**config.mk**
```make
export PLATFORM = sky130hd
export DESIGN_NAME = mcpu_ctrl
export DESIGN_NICKNAME = d
export VERILOG_FILES = /design/src/rtl/mcpu_ctrl.sv
export SDC_FILE = /design/constraint.sdc
export NUM_CORES = 1
export LEC_CHECK = 0
export CORE_ASPECT_RATIO = 2
export CORE_MARGIN = 2
export CORE_UTILIZATION = 47
export CTS_CLUSTER_DIAMETER = 40
export DETAILED_ROUTE_END_ITERATION = 16
export PLACE_DENSITY = 0.86
export SLEW_MARGIN = 40
export SYNTH_ARGS = -nofsm -noshare
export SYNTH_HDL_FRONTEND = slang
export SYNTH_SLANG_ARGS = --single-unit
```
**constraint.sdc**
```tcl
create_clock -name clk -period 3.4 [get_ports clk]
set_input_delay 0.85 -clock clk [delete_from_list [all_inputs] [get_ports clk]]
set_output_delay 0.85 -clock clk [all_outputs]
set_load 0.03 [all_outputs]
```
**src/rtl/mcpu_ctrl.sv**
```systemverilog
// Multi-cycle MIPS control unit: sequences a shared-memory datapath, stalls on the
// MIO_ready handshake and traps illegal instructions or memory timeouts into ERR.
module mcpu_ctrl #(
    parameter int ALU_CTRL_W = 3,
    parameter int WAIT_MAX   = 15,
    parameter int CNT_W      = 4
) (
    input  logic                  clk,
    input  logic                  rst_n,
    input  logic [5:0]            OPcode,
    input  logic [5:0]            Fun,
    input  logic                  MIO_ready,
    output logic                  CPU_MIO,
    output logic                  MemRead,
    output logic                  MemWrite,
    output logic                  IorD,
    output logic                  IRWrite,
    output logic                  PCWrite,
    output logic                  Branch,
    output logic                  BranchN,
    output logic [1:0]            PCSource,
    output logic                  ALUSrcA,
    output logic [1:0]            ALUSrcB,
    output logic [ALU_CTRL_W-1:0] ALU_Control,
    output logic                  RegWrite,
    output logic [1:0]            RegDst,
    output logic [1:0]            MemtoReg,
    output logic [3:0]            state,
    output logic                  err
);

    typedef enum logic [3:0] {
        S_IF  = 4'd0,  S_ID  = 4'd1,  S_MA  = 4'd2,  S_MRD = 4'd3,
        S_WBL = 4'd4,  S_MWR = 4'd5,  S_EXR = 4'd6,  S_WBR = 4'd7,
        S_BR  = 4'd8,  S_JMP = 4'd9,  S_EXI = 4'd10, S_WBI = 4'd11,
        S_JAL = 4'd12, S_ERR = 4'd13
    } state_t;

    localparam logic [2:0] ALU_AND = 3'b000, ALU_OR  = 3'b001, ALU_ADD = 3'b010,
                           ALU_XOR = 3'b011, ALU_NOR = 3'b100, ALU_SRL = 3'b101,
                           ALU_SUB = 3'b110, ALU_SLT = 3'b111;

    localparam logic [5:0] OP_R    = 6'h00, OP_J    = 6'h02, OP_JAL  = 6'h03,
                           OP_BEQ  = 6'h04, OP_BNE  = 6'h05, OP_ADDI = 6'h08,
                           OP_SLTI = 6'h0A, OP_ANDI = 6'h0C, OP_ORI  = 6'h0D,
                           OP_XORI = 6'h0E, OP_LUI  = 6'h0F, OP_LW   = 6'h23,
                           OP_SW   = 6'h2B;

    localparam logic [CNT_W-1:0] WAIT_LAST = (WAIT_MAX > 0) ? CNT_W'(WAIT_MAX - 1) : '0;

    state_t           state_q, state_d;
    logic [CNT_W-1:0] cnt_q, cnt_d;
    logic             err_q, err_d;

    logic [2:0] r_alu;
    logic       r_legal;
    logic [2:0] i_alu;
    logic [2:0] alu_op;
    logic       timeout;
    logic       in_mem;

    always_comb begin
        r_legal = 1'b1;
        r_alu   = ALU_ADD;
        case (Fun)
            6'h20:   r_alu = ALU_ADD;
            6'h22:   r_alu = ALU_SUB;
            6'h24:   r_alu = ALU_AND;
            6'h25:   r_alu = ALU_OR;
            6'h26:   r_alu = ALU_XOR;
            6'h27:   r_alu = ALU_NOR;
            6'h2A:   r_alu = ALU_SLT;
            6'h02:   r_alu = ALU_SRL;
            default: r_legal = 1'b0;
        endcase
    end

    always_comb begin
        case (OPcode)
            OP_ANDI: i_alu = ALU_AND;
            OP_ORI:  i_alu = ALU_OR;
            OP_XORI: i_alu = ALU_XOR;
            OP_SLTI: i_alu = ALU_SLT;
            default: i_alu = ALU_ADD;
        endcase
    end

    // A ready in the last allowed wait cycle completes the access instead of trapping.
    assign timeout = (WAIT_MAX > 0) && !MIO_ready && (cnt_q == WAIT_LAST);
    assign in_mem  = (state_q == S_IF) || (state_q == S_MRD) || (state_q == S_MWR);

    always_comb begin
        state_d  = state_q;
        CPU_MIO  = 1'b0;
        MemRead  = 1'b0;
        MemWrite = 1'b0;
        IorD     = 1'b0;
        IRWrite  = 1'b0;
        PCWrite  = 1'b0;
        Branch   = 1'b0;
        BranchN  = 1'b0;
        PCSource = 2'b00;
        ALUSrcA  = 1'b0;
        ALUSrcB  = 2'b00;
        alu_op   = ALU_AND;
        RegWrite = 1'b0;
        RegDst   = 2'b00;
        MemtoReg = 2'b00;

        case (state_q)
            S_IF: begin
                CPU_MIO = 1'b1;
                MemRead = 1'b1;
                ALUSrcB = 2'b01;
                alu_op  = ALU_ADD;
                IRWrite = MIO_ready;
                PCWrite = MIO_ready;
                if (MIO_ready)    state_d = S_ID;
                else if (timeout) state_d = S_ERR;
            end
            S_ID: begin
                ALUSrcB = 2'b11;
                alu_op  = ALU_ADD;
                case (OPcode)
                    OP_LW, OP_SW:   state_d = S_MA;
                    OP_R:           state_d = r_legal ? S_EXR : S_ERR;
                    OP_BEQ, OP_BNE: state_d = S_BR;
                    OP_J:           state_d = S_JMP;
                    OP_JAL:         state_d = S_JAL;
                    OP_ADDI, OP_ANDI, OP_ORI, OP_XORI, OP_SLTI, OP_LUI:
                                    state_d = S_EXI;
                    default:        state_d = S_ERR;
                endcase
            end
            S_MA: begin
                ALUSrcA = 1'b1;
                ALUSrcB = 2'b10;
                alu_op  = ALU_ADD;
                state_d = (OPcode == OP_SW) ? S_MWR : S_MRD;
            end
            S_MRD: begin
                CPU_MIO = 1'b1;
                MemRead = 1'b1;
                IorD    = 1'b1;
                if (MIO_ready)    state_d = S_WBL;
                else if (timeout) state_d = S_ERR;
            end
            S_WBL: begin
                RegWrite = 1'b1;
                MemtoReg = 2'b01;
                state_d  = S_IF;
            end
            S_MWR: begin
                CPU_MIO  = 1'b1;
                MemWrite = 1'b1;
                IorD     = 1'b1;
                if (MIO_ready)    state_d = S_IF;
                else if (timeout) state_d = S_ERR;
            end
            S_EXR: begin
                ALUSrcA = 1'b1;
                alu_op  = r_alu;
                state_d = S_WBR;
            end
            S_WBR: begin
                RegWrite = 1'b1;
                RegDst   = 2'b01;
                state_d  = S_IF;
            end
            S_BR: begin
                ALUSrcA  = 1'b1;
                alu_op   = ALU_SUB;
                PCSource = 2'b01;
                Branch   = (OPcode == OP_BEQ);
                BranchN  = (OPcode == OP_BNE);
                state_d  = S_IF;
            end
            S_JMP: begin
                PCWrite  = 1'b1;
                PCSource = 2'b10;
                state_d  = S_IF;
            end
            S_JAL: begin
                PCWrite  = 1'b1;
                PCSource = 2'b10;
                RegWrite = 1'b1;
                RegDst   = 2'b10;
                MemtoReg = 2'b10;
                state_d  = S_IF;
            end
            S_EXI: begin
                ALUSrcA = 1'b1;
                ALUSrcB = 2'b10;
                alu_op  = i_alu;
                state_d = S_WBI;
            end
            S_WBI: begin
                RegWrite = 1'b1;
                MemtoReg = (OPcode == OP_LUI) ? 2'b11 : 2'b00;
                state_d  = S_IF;
            end
            S_ERR:   state_d = S_ERR;
            default: state_d = S_ERR;
        endcase
    end

    always_comb begin
        cnt_d = cnt_q;
        if ((state_d != state_q) &&
            ((state_d == S_IF) || (state_d == S_MRD) || (state_d == S_MWR)))
            cnt_d = '0;
        else if (in_mem && !MIO_ready && (cnt_q != '1))
            cnt_d = cnt_q + CNT_W'(1);
        err_d = err_q | (state_d == S_ERR);
    end

    always_ff @(posedge clk or negedge rst_n) begin
        if (!rst_n) begin
            state_q <= S_IF;
            cnt_q   <= '0;
            err_q   <= 1'b0;
        end else begin
            state_q <= state_d;
            cnt_q   <= cnt_d;
            err_q   <= err_d;
        end
    end

    assign ALU_Control = ALU_CTRL_W'(alu_op);
    assign state       = state_q;
    assign err         = err_q;

endmodule

```
==> run_summary.xml, run 1 <==
<?xml version="1.0" encoding="UTF-8"?>
<metrics>
  <group name="outcome">
    <metric name="outcome" unit="">finished, final reports clean</metric>
  </group>
  <group name="final_layout">
    <metric name="multiInputGateArea" unit="sq um">1000</metric>
    <metric name="drive_above_1_share" unit="%">23.8</metric>
    <metric name="fillers" unit="">230</metric>
    <metric name="layoutNonFillerInstCount" unit="">252</metric>
    <metric name="final-seq-area" unit="sq um">225</metric>
    <metric name="final_net_count" unit="">241</metric>
    <metric name="area_delta_synth_final" unit="%">43.2</metric>
    <metric name="finish.instance_area" unit="sq um">1860</metric>
    <metric name="antenna_cells" unit="">0</metric>
    <metric name="final_util" unit="%">68.8</metric>
  </group>
  <group name="setup_path">
    <metric name="crit_end" unit="">ALU_Control[2]</metric>
    <metric name="critical_path_arrival" unit="ns">2.50</metric>
    <metric name="regToRegEndpoint" unit="">cnt_q[0]</metric>
    <metric name="setup_crit_start" unit="">OPcode[5]</metric>
    <metric name="crit-reg2reg-launch" unit="">state[2]</metric>
    <metric name="criticalPathCategory" unit="">primary input to primary output</metric>
    <metric name="timing.reg2reg.worst_path_depth" unit="">9</metric>
    <metric name="kind_of_start_point_of_the_critical_path" unit="">primary input</metric>
    <metric name="timing.critical_path.required" unit="ns">2.55</metric>
    <metric name="crit_path_max_fanout" unit="">3</metric>
    <metric name="worst-r2r-setup-slack" unit="ns">0.70</metric>
    <metric name="timing.critical_path.to_type" unit="">primary output</metric>
  </group>
  <group name="clock_tree">
    <metric name="cts.reportedPaths.clkPinSlew" unit="ns">0.04</metric>
    <metric name="cts_tree" unit="">done</metric>
    <metric name="max-clock-path-buffers" unit="">2</metric>
    <metric name="htree_levels" unit="">1</metric>
    <metric name="cts-buffers-inserted" unit="">3</metric>
    <metric name="clk_root_buffer_cell" unit="">sky130_fd_sc_hd__clkbuf_8</metric>
    <metric name="clkSinkCount" unit="">9</metric>
    <metric name="clk-insertion-delay-late" unit="ns">0.24</metric>
    <metric name="cts_hold_buffers" unit="">0</metric>
    <metric name="post_cts.repair.setup_buffers" unit="">0</metric>
  </group>
  <group name="sta">
    <metric name="maxSlewHeadroom" unit="%">59.5</metric>
    <metric name="post-route-period-util" unit="%">98.4</metric>
    <metric name="final-max-slew-violation-count" unit="">0</metric>
    <metric name="hold_viol" unit="">0</metric>
    <metric name="final.setup_skew" unit="ns">0.00198</metric>
    <metric name="maximum_clock_frequency" unit="MHz">299</metric>
    <metric name="finalCriticalPeriod" unit="ns">3.35</metric>
    <metric name="fin_tns_setup" unit="ns">0</metric>
    <metric name="worst_pin_slew" unit="ns">0.607</metric>
    <metric name="finalSetupViolations" unit="">0</metric>
  </group>
  <group name="logic_synthesis">
    <metric name="synth_top_area_share" unit="%">17.3</metric>
    <metric name="post-synth-top-count-cell" unit="">sky130_fd_sc_hd__nand2_1</metric>
    <metric name="async_flop_share" unit="%">100</metric>
    <metric name="yosys_register_bits" unit="">9</metric>
    <metric name="yosys.cell_types.count" unit="">62</metric>
    <metric name="synth_area_leader_cell" unit="">sky130_fd_sc_hd__dfrtp_1</metric>
    <metric name="synthFlopType" unit="">sky130_fd_sc_hd__dfrtp_1</metric>
    <metric name="mappedNetlistArea" unit="sq um">1300</metric>
    <metric name="yosys_warnings" unit="">0</metric>
    <metric name="cells_after_synth" unit="">171</metric>
    <metric name="synth_fp_nets" unit="">188</metric>
    <metric name="synth_commonest_cells" unit="">sky130_fd_sc_hd__nand2_1 (18), sky130_fd_sc_hd__nor2_1 (15), sky130_fd_sc_hd__dfrtp_1 (9), sky130_fd_sc_hd__nor3_1 (9)</metric>
    <metric name="syn_avg_cell_area" unit="sq um">7.60</metric>
    <metric name="synth_sequential_area_ratio" unit="%">17.3</metric>
    <metric name="largest_cells_by_area_after_synthesis" unit="">sky130_fd_sc_hd__dfrtp_1 (17%), sky130_fd_sc_hd__nand2_1 (5.2%), sky130_fd_sc_hd__nor2_1 (4.3%)</metric>
    <metric name="number_of_enable_type_register_cells_in_the_synthesized_netlist" unit="">0</metric>
  </group>
  <group name="pwr">
    <metric name="power.switching_fraction" unit="%">54.0</metric>
    <metric name="comb_power_share" unit="%">79.4</metric>
    <metric name="report.power.total" unit="mW">1.64</metric>
    <metric name="power_per_standard_cell_area" unit="nW/um^2">883</metric>
    <metric name="vdd.ir_drop.worst" unit="V">0.000550</metric>
    <metric name="power_switching" unit="uW">887</metric>
    <metric name="total_leakage_power" unit="nW">0.787</metric>
    <metric name="seq_power_share" unit="%">12.8</metric>
    <metric name="power.share.clock" unit="%">7.8</metric>
    <metric name="power.internal" unit="uW">755</metric>
  </group>
  <group name="detailed_routing">
    <metric name="wire_per_inst" unit="um">18.6</metric>
    <metric name="drc" unit="">0</metric>
    <metric name="vias_cell" unit="">6.63</metric>
    <metric name="routed_wirelength" unit="mm">4.68</metric>
    <metric name="dr.first_iter.drc_count" unit="">77</metric>
    <metric name="num_vias" unit="">1670</metric>
    <metric name="ant_nets" unit="">0</metric>
    <metric name="detailedRoute.firstPassIterationCount" unit="">4</metric>
  </group>
  <group name="grt">
    <metric name="grt_pass1_vias" unit="">1697</metric>
    <metric name="largest_net_degree_at_the_start_of_global_routing" unit="">18</metric>
    <metric name="grt_antenna_before_repair" unit="">0</metric>
    <metric name="global_route.overflow_total" unit="">0</metric>
    <metric name="globalRouteTotalUtil" unit="%">33.8</metric>
    <metric name="grt_pass1_wl" unit="mm">7.67</metric>
  </group>
  <group name="floorplanning">
    <metric name="die-area" unit="sq um">3230</metric>
    <metric name="area_inside_the_core_boundary" unit="sq um">2700</metric>
    <metric name="placement_rows" unit="">27</metric>
    <metric name="floorplan.io_pins" unit="">41</metric>
    <metric name="floorplan.initialDensity" unit="%">48.1</metric>
    <metric name="die_x" unit="um">41.2</metric>
    <metric name="height_of_the_die" unit="um">78.3</metric>
  </group>
  <group name="place">
    <metric name="place.gp.congestion" unit="">0.923</metric>
    <metric name="post-dp-hpwl" unit="mm">3.63</metric>
    <metric name="portBuffers" unit="">40</metric>
    <metric name="dpl-instance-area" unit="sq um">1780</metric>
    <metric name="place_inst" unit="">248</metric>
  </group>
  <group name="flow_run">
    <metric name="drv_cap" unit="">0</metric>
  </group>
  <group name="min_path">
    <metric name="holdCritPathClass" unit="">register to register</metric>
  </group>
</metrics>
## metrics by stage
stage | setup WS (ns) | hold WS (ns)
2_1_floorplan | 0.295 | 0.543
3_3_place_gp | 0.00925 | 0.455
3_5_place_dp | -0.0685 | 0.460
4_1_cts | 0.0129 | 0.475
5_1_grt | -0.00851 | 0.498
6_report | 0.0530 | 0.470
## cell families after synthesis
logic type / synth area share (%)
XOR/XNOR: 2.02
multiplexers: 2.50
buffers and inverters: 7.32
flip-flops: 17.3
adder cells (fa/ha/maj): 1.93
AND/OR/NAND/NOR: 39.0
AO/OA/AOI/OAI: 29.9
## sequential cells by signal, indices dropped and copies added, names as in the netlist
name,cells
err,1
state,4
cnt_q,4
## critical path, stage by stage
cell and delay, ns:
sky130_fd_sc_hd__clkdlybuf4s50_1 0.43, sky130_fd_sc_hd__nand2b_4 0.15, sky130_fd_sc_hd__or3_4 0.34, sky130_fd_sc_hd__or4_1 0.47, sky130_fd_sc_hd__nand3b_1 0.11, sky130_fd_sc_hd__buf_6 0.13
## repair_timing
action | CTS | global route
pin swaps | 0 | 2
resized for setup | 1 | 8
endpoints found under the setup margin | 1 | 3
cloned | 0 | 0
## area by class of cell
class / instances / area share, %
Clock buffer: 4 / 2.42
Sequential cell: 9 / 12.1
Tap cell: 29 / 1.95
Inverter: 9 / 1.82
Multi-Input combinational cell: 144 / 53.8
Timing Repair Buffer: 57 / 27.9
## cells in the final DEF (no fill, tap or decap), drive strengths merged, types with 3 or more instances in the layout
cell type	count
nor4	4
a21oi	9
or2	6
o31ai	3
nor2	15
clkbuf	4
buf	24
inv	8
nand2b	5
nand3	7
o32ai	3
nand2	18
and3	3
or4	4
o21ai	4
nor2b	4
a211oi	3
dfrtp	9
nor3	11
a221oi	3
clkdlybuf4s50	30
## per-layer routing
metal	vias up	GRT usage, %	wire length (um)
li1	753	-	-
met1	764	29.0	1490
met2	119	54.7	2530
met3	34	13.8	330
met4	0	26.8	333
met5	-	0	0
## worst min-delay path by stage
stage / from / end / slack, ns / cells after the start
2_1_floorplan: cnt_q[1] / cnt_q[1] / 0.54 / 2
3_3_place_gp: err / err / 0.45 / 1
3_5_place_dp: err / err / 0.46 / 1
4_1_cts: err / err / 0.47 / 1
5_1_grt: err / err / 0.50 / 1
6_report: err / err / 0.47 / 1
## power by group through the flow
| stage | logic [mW] | registers (mW) | clock network (mW) |
|---|---|---|---|
| after global placement | 1.25 | 0.208 | 0 |
| after CTS | 1.29 | 0.209 | 0.132 |
| final | 1.30 | 0.211 | 0.127 |
| after detailed placement | 1.28 | 0.210 | 0 |
| after floorplan | 0.838 | 0.220 | 0 |
| after global routing | 1.39 | 0.217 | 0.135 |
No activity file was read; power rests on OpenSTA's default activity.
==> inputs of run 2 (changes only) <==
--- a/config.mk
+++ b/config.mk
@@ -5,12 +5,13 @@
 export SDC_FILE = /design/constraint.sdc
 export NUM_CORES = 1
 export LEC_CHECK = 0
+export ABC_AREA = 0
 export CORE_ASPECT_RATIO = 2
 export CORE_MARGIN = 2
-export CORE_UTILIZATION = 47
+export CORE_UTILIZATION = 50
 export CTS_CLUSTER_DIAMETER = 40
 export DETAILED_ROUTE_END_ITERATION = 16
-export PLACE_DENSITY = 0.86
+export PLACE_DENSITY = 0.9
 export SLEW_MARGIN = 40
 export SYNTH_ARGS = -nofsm -noshare
 export SYNTH_HDL_FRONTEND = slang
==> constraint.sdc (replaced) <==
create_clock -name clk -period 4.1 [get_ports clk]
set_input_delay 1.025 -clock clk [delete_from_list [all_inputs] [get_ports clk]]
set_output_delay 1.025 -clock clk [all_outputs]
set_load 0.03 [all_outputs]
==> run_summary.xml, run 2 (synthesis results as in run 1) <==
<?xml version="1.0" encoding="UTF-8"?>
<metrics>
  <group name="pwr">
    <metric name="total_leakage_power" unit="nW">0.699</metric>
    <metric name="power.internal" unit="uW">601</metric>
    <metric name="power.share.clock" unit="%">8.0</metric>
    <metric name="vdd.ir_drop.worst" unit="V">0.000523</metric>
    <metric name="power.switching_fraction" unit="%">53.9</metric>
    <metric name="comb_power_share" unit="%">79.2</metric>
    <metric name="power_switching" unit="uW">703</metric>
    <metric name="seq_power_share" unit="%">12.8</metric>
    <metric name="power_per_standard_cell_area" unit="nW/um^2">745</metric>
  </group>
  <group name="sta">
    <metric name="worst_pin_slew" unit="ns">0.645</metric>
    <metric name="final.setup_skew" unit="ns">0.00120</metric>
    <metric name="final-max-slew-violation-count" unit="">0</metric>
    <metric name="hold_viol" unit="">0</metric>
    <metric name="maxSlewHeadroom" unit="%">56.4</metric>
    <metric name="maximum_clock_frequency" unit="MHz">256</metric>
    <metric name="grt_setup_unrepaired" unit="">false</metric>
    <metric name="worst_hold_slack" unit="ns">0.504</metric>
    <metric name="fin_tns_setup" unit="ns">0</metric>
    <metric name="finalSetupViolations" unit="">0</metric>
    <metric name="finalCriticalPeriod" unit="ns">3.91</metric>
    <metric name="post-route-period-util" unit="%">95.4</metric>
  </group>
  <group name="outcome">
    <metric name="outcome" unit="">finished, final reports clean</metric>
  </group>
  <group name="floorplanning">
    <metric name="die-area" unit="sq um">3050</metric>
    <metric name="floorplan.initialDensity" unit="%">51.8</metric>
    <metric name="die_x" unit="um">40.0</metric>
    <metric name="area_inside_the_core_boundary" unit="sq um">2500</metric>
    <metric name="floorplan.io_pins" unit="">41</metric>
    <metric name="placement_rows" unit="">26</metric>
    <metric name="height_of_the_die" unit="um">76.1</metric>
  </group>
  <group name="final_layout">
    <metric name="layout_common_cells" unit="">sky130_fd_sc_hd__clkdlybuf4s50_1 (35), sky130_fd_sc_hd__nand2_1 (18), sky130_fd_sc_hd__nor2_1 (15)</metric>
    <metric name="final_net_count" unit="">230</metric>
    <metric name="area_delta_synth_final" unit="%">34.8</metric>
    <metric name="fillers" unit="">206</metric>
    <metric name="drive_above_1_share" unit="%">16.5</metric>
    <metric name="antenna_cells" unit="">0</metric>
    <metric name="layout.cells.most_common" unit="">sky130_fd_sc_hd__clkdlybuf4s50_1</metric>
  </group>
  <group name="grt">
    <metric name="largest_net_degree_at_the_start_of_global_routing" unit="">20</metric>
    <metric name="grt_antenna_before_repair" unit="">0</metric>
    <metric name="global_route.overflow_total" unit="">0</metric>
    <metric name="grt_pass1_wl" unit="mm">6.53</metric>
    <metric name="globalRouteTotalUtil" unit="%">29.4</metric>
    <metric name="grt_pass1_vias" unit="">1521</metric>
  </group>
  <group name="clock_tree">
    <metric name="post_cts.repair.setup_buffers" unit="">0</metric>
    <metric name="htree_levels" unit="">1</metric>
    <metric name="clk_root_buffer_cell" unit="">sky130_fd_sc_hd__clkbuf_8</metric>
    <metric name="clk-insertion-delay-late" unit="ns">0.24</metric>
    <metric name="cts.reportedPaths.clkPinSlew" unit="ns">0.04</metric>
    <metric name="cts-buffers-inserted" unit="">3</metric>
    <metric name="max-clock-path-buffers" unit="">2</metric>
    <metric name="cts_hold_buffers" unit="">0</metric>
    <metric name="clkSinkCount" unit="">9</metric>
    <metric name="cts.repair.resized" unit="">0</metric>
    <metric name="cts_tree" unit="">done</metric>
  </group>
  <group name="setup_path">
    <metric name="worst_path_largest_cell_delay" unit="ns">0.51</metric>
    <metric name="crit_chain" unit="">clkdlybuf4s50_1, nand2b_1, or3_1, or4_1, nand3b_1, buf_4</metric>
    <metric name="timing.critical_path.to_type" unit="">primary output</metric>
    <metric name="setup_crit_start" unit="">OPcode[5]</metric>
    <metric name="crit_path_max_fanout" unit="">8</metric>
    <metric name="cp_slowest_cell" unit="">sky130_fd_sc_hd__clkdlybuf4s50_1</metric>
    <metric name="kind_of_start_point_of_the_critical_path" unit="">primary input</metric>
    <metric name="critical_path_arrival" unit="ns">2.89</metric>
    <metric name="criticalPathCategory" unit="">primary input to primary output</metric>
    <metric name="timing.critical_path.required" unit="ns">3.07</metric>
    <metric name="crit-reg2reg-launch" unit="">state[3]</metric>
    <metric name="worst-r2r-setup-slack" unit="ns">1.37</metric>
  </group>
  <group name="detailed_routing">
    <metric name="ant_nets" unit="">0</metric>
    <metric name="vias_cell" unit="">6.45</metric>
    <metric name="drc" unit="">0</metric>
    <metric name="num_vias" unit="">1548</metric>
    <metric name="routed_wirelength" unit="mm">4.11</metric>
    <metric name="wire_per_inst" unit="um">17.1</metric>
    <metric name="dr.first_iter.drc_count" unit="">57</metric>
    <metric name="detailedRoute.firstPassIterationCount" unit="">4</metric>
  </group>
  <group name="place">
    <metric name="place.gp.congestion" unit="">0.950</metric>
    <metric name="portBuffers" unit="">40</metric>
    <metric name="post-dp-hpwl" unit="mm">3.19</metric>
  </group>
  <group name="flow_run">
    <metric name="drv_cap" unit="">0</metric>
  </group>
  <group name="min_path">
    <metric name="timing.hold.worst.start" unit="">err</metric>
    <metric name="holdCritPathClass" unit="">register to register</metric>
  </group>
</metrics>
[run 2: cell types whose count changed in the layout (fill, tap and decap cells not counted), sizes merged]
cell           before  now
dlygate4sd2         1    0
clkdlybuf4s50      30   35
dlymetal6s2s        2    0
buf                24   11
[run 2: metal layers]
metal / up-vias / GRT usage (%) / routed length, um
li1: 742 / - / -
met1: 717 / 26.3 / 1400
met2: 68 / 49.7 / 2350
met3: 21 / 7.00 / 190
met4: 0 / 22.8 / 176
met5: - / 0 / 0
[run 2: critical path: cells and delay by family]
family                 cells  cell delay [ns]
buffers and inverters      2             0.67
AND/OR/NAND/NOR            4             1.19
[run 2: path summary, 6_finish.rpt]
check / endpoint / cells past startpoint
hold / removal: err / 1
min in group asynchronous: cnt_q[2] / 1
setup reg to reg: cnt_q[1] / 7
max in group asynchronous: state[0] / 1
hold reg to reg: err / 1
setup / recovery: ALU_Control[2] / 6
[run 2: final cells by class]
class | instances | area [sq um] | share of cell area (%)
inverters | 9 | 33.8 | 1.93
repair buffers | 46 | 433 | 24.7
flip-flops and latches | 9 | 225 | 12.9
well taps | 28 | 35.0 | 2.00
multi-input cells | 144 | 978 | 55.9
clock buffers | 4 | 45.0 | 2.57
[run 2: power by group through the flow]
stage / logic (mW) / clock network [mW] / registers, mW
2_1_floorplan: 0.695 / 0 / 0.183
3_3_place_gp: 1.01 / 0 / 0.163
3_5_place_dp: 1.02 / 0 / 0.165
4_1_cts: 1.03 / 0.105 / 0.166
5_1_grt: 1.11 / 0.110 / 0.171
6_report: 1.03 / 0.104 / 0.167
[run 2: per-stage QoR]
step	utilization (%)	cell area, sq um	power, mW	cells	setup slack, ns
2_1_floorplan	-	1300	0.878	171	0.708
3_3_place_gp	68.1	1710	1.17	236	0.257
6_report	69.9	1750	1.30	240	0.187
4_1_cts	69.9	1750	1.30	240	0.188
5_1_grt	69.9	1750	1.39	240	0.0801
3_5_place_dp	68.1	1710	1.19	236	0.187
==> inputs of run 3 (changes only) <==
--- a/config.mk
+++ b/config.mk
@@ -12,7 +12,8 @@
 export CTS_CLUSTER_DIAMETER = 40
 export DETAILED_ROUTE_END_ITERATION = 16
 export PLACE_DENSITY = 0.9
-export SLEW_MARGIN = 40
+export SKIP_CTS_REPAIR_TIMING = 1
+export SLEW_MARGIN = 20
 export SYNTH_ARGS = -nofsm -noshare
 export SYNTH_HDL_FRONTEND = slang
 export SYNTH_SLANG_ARGS = --single-unit
==> results of run 3 <==
Final layout, timing and power as in run 2 (identical DEF).
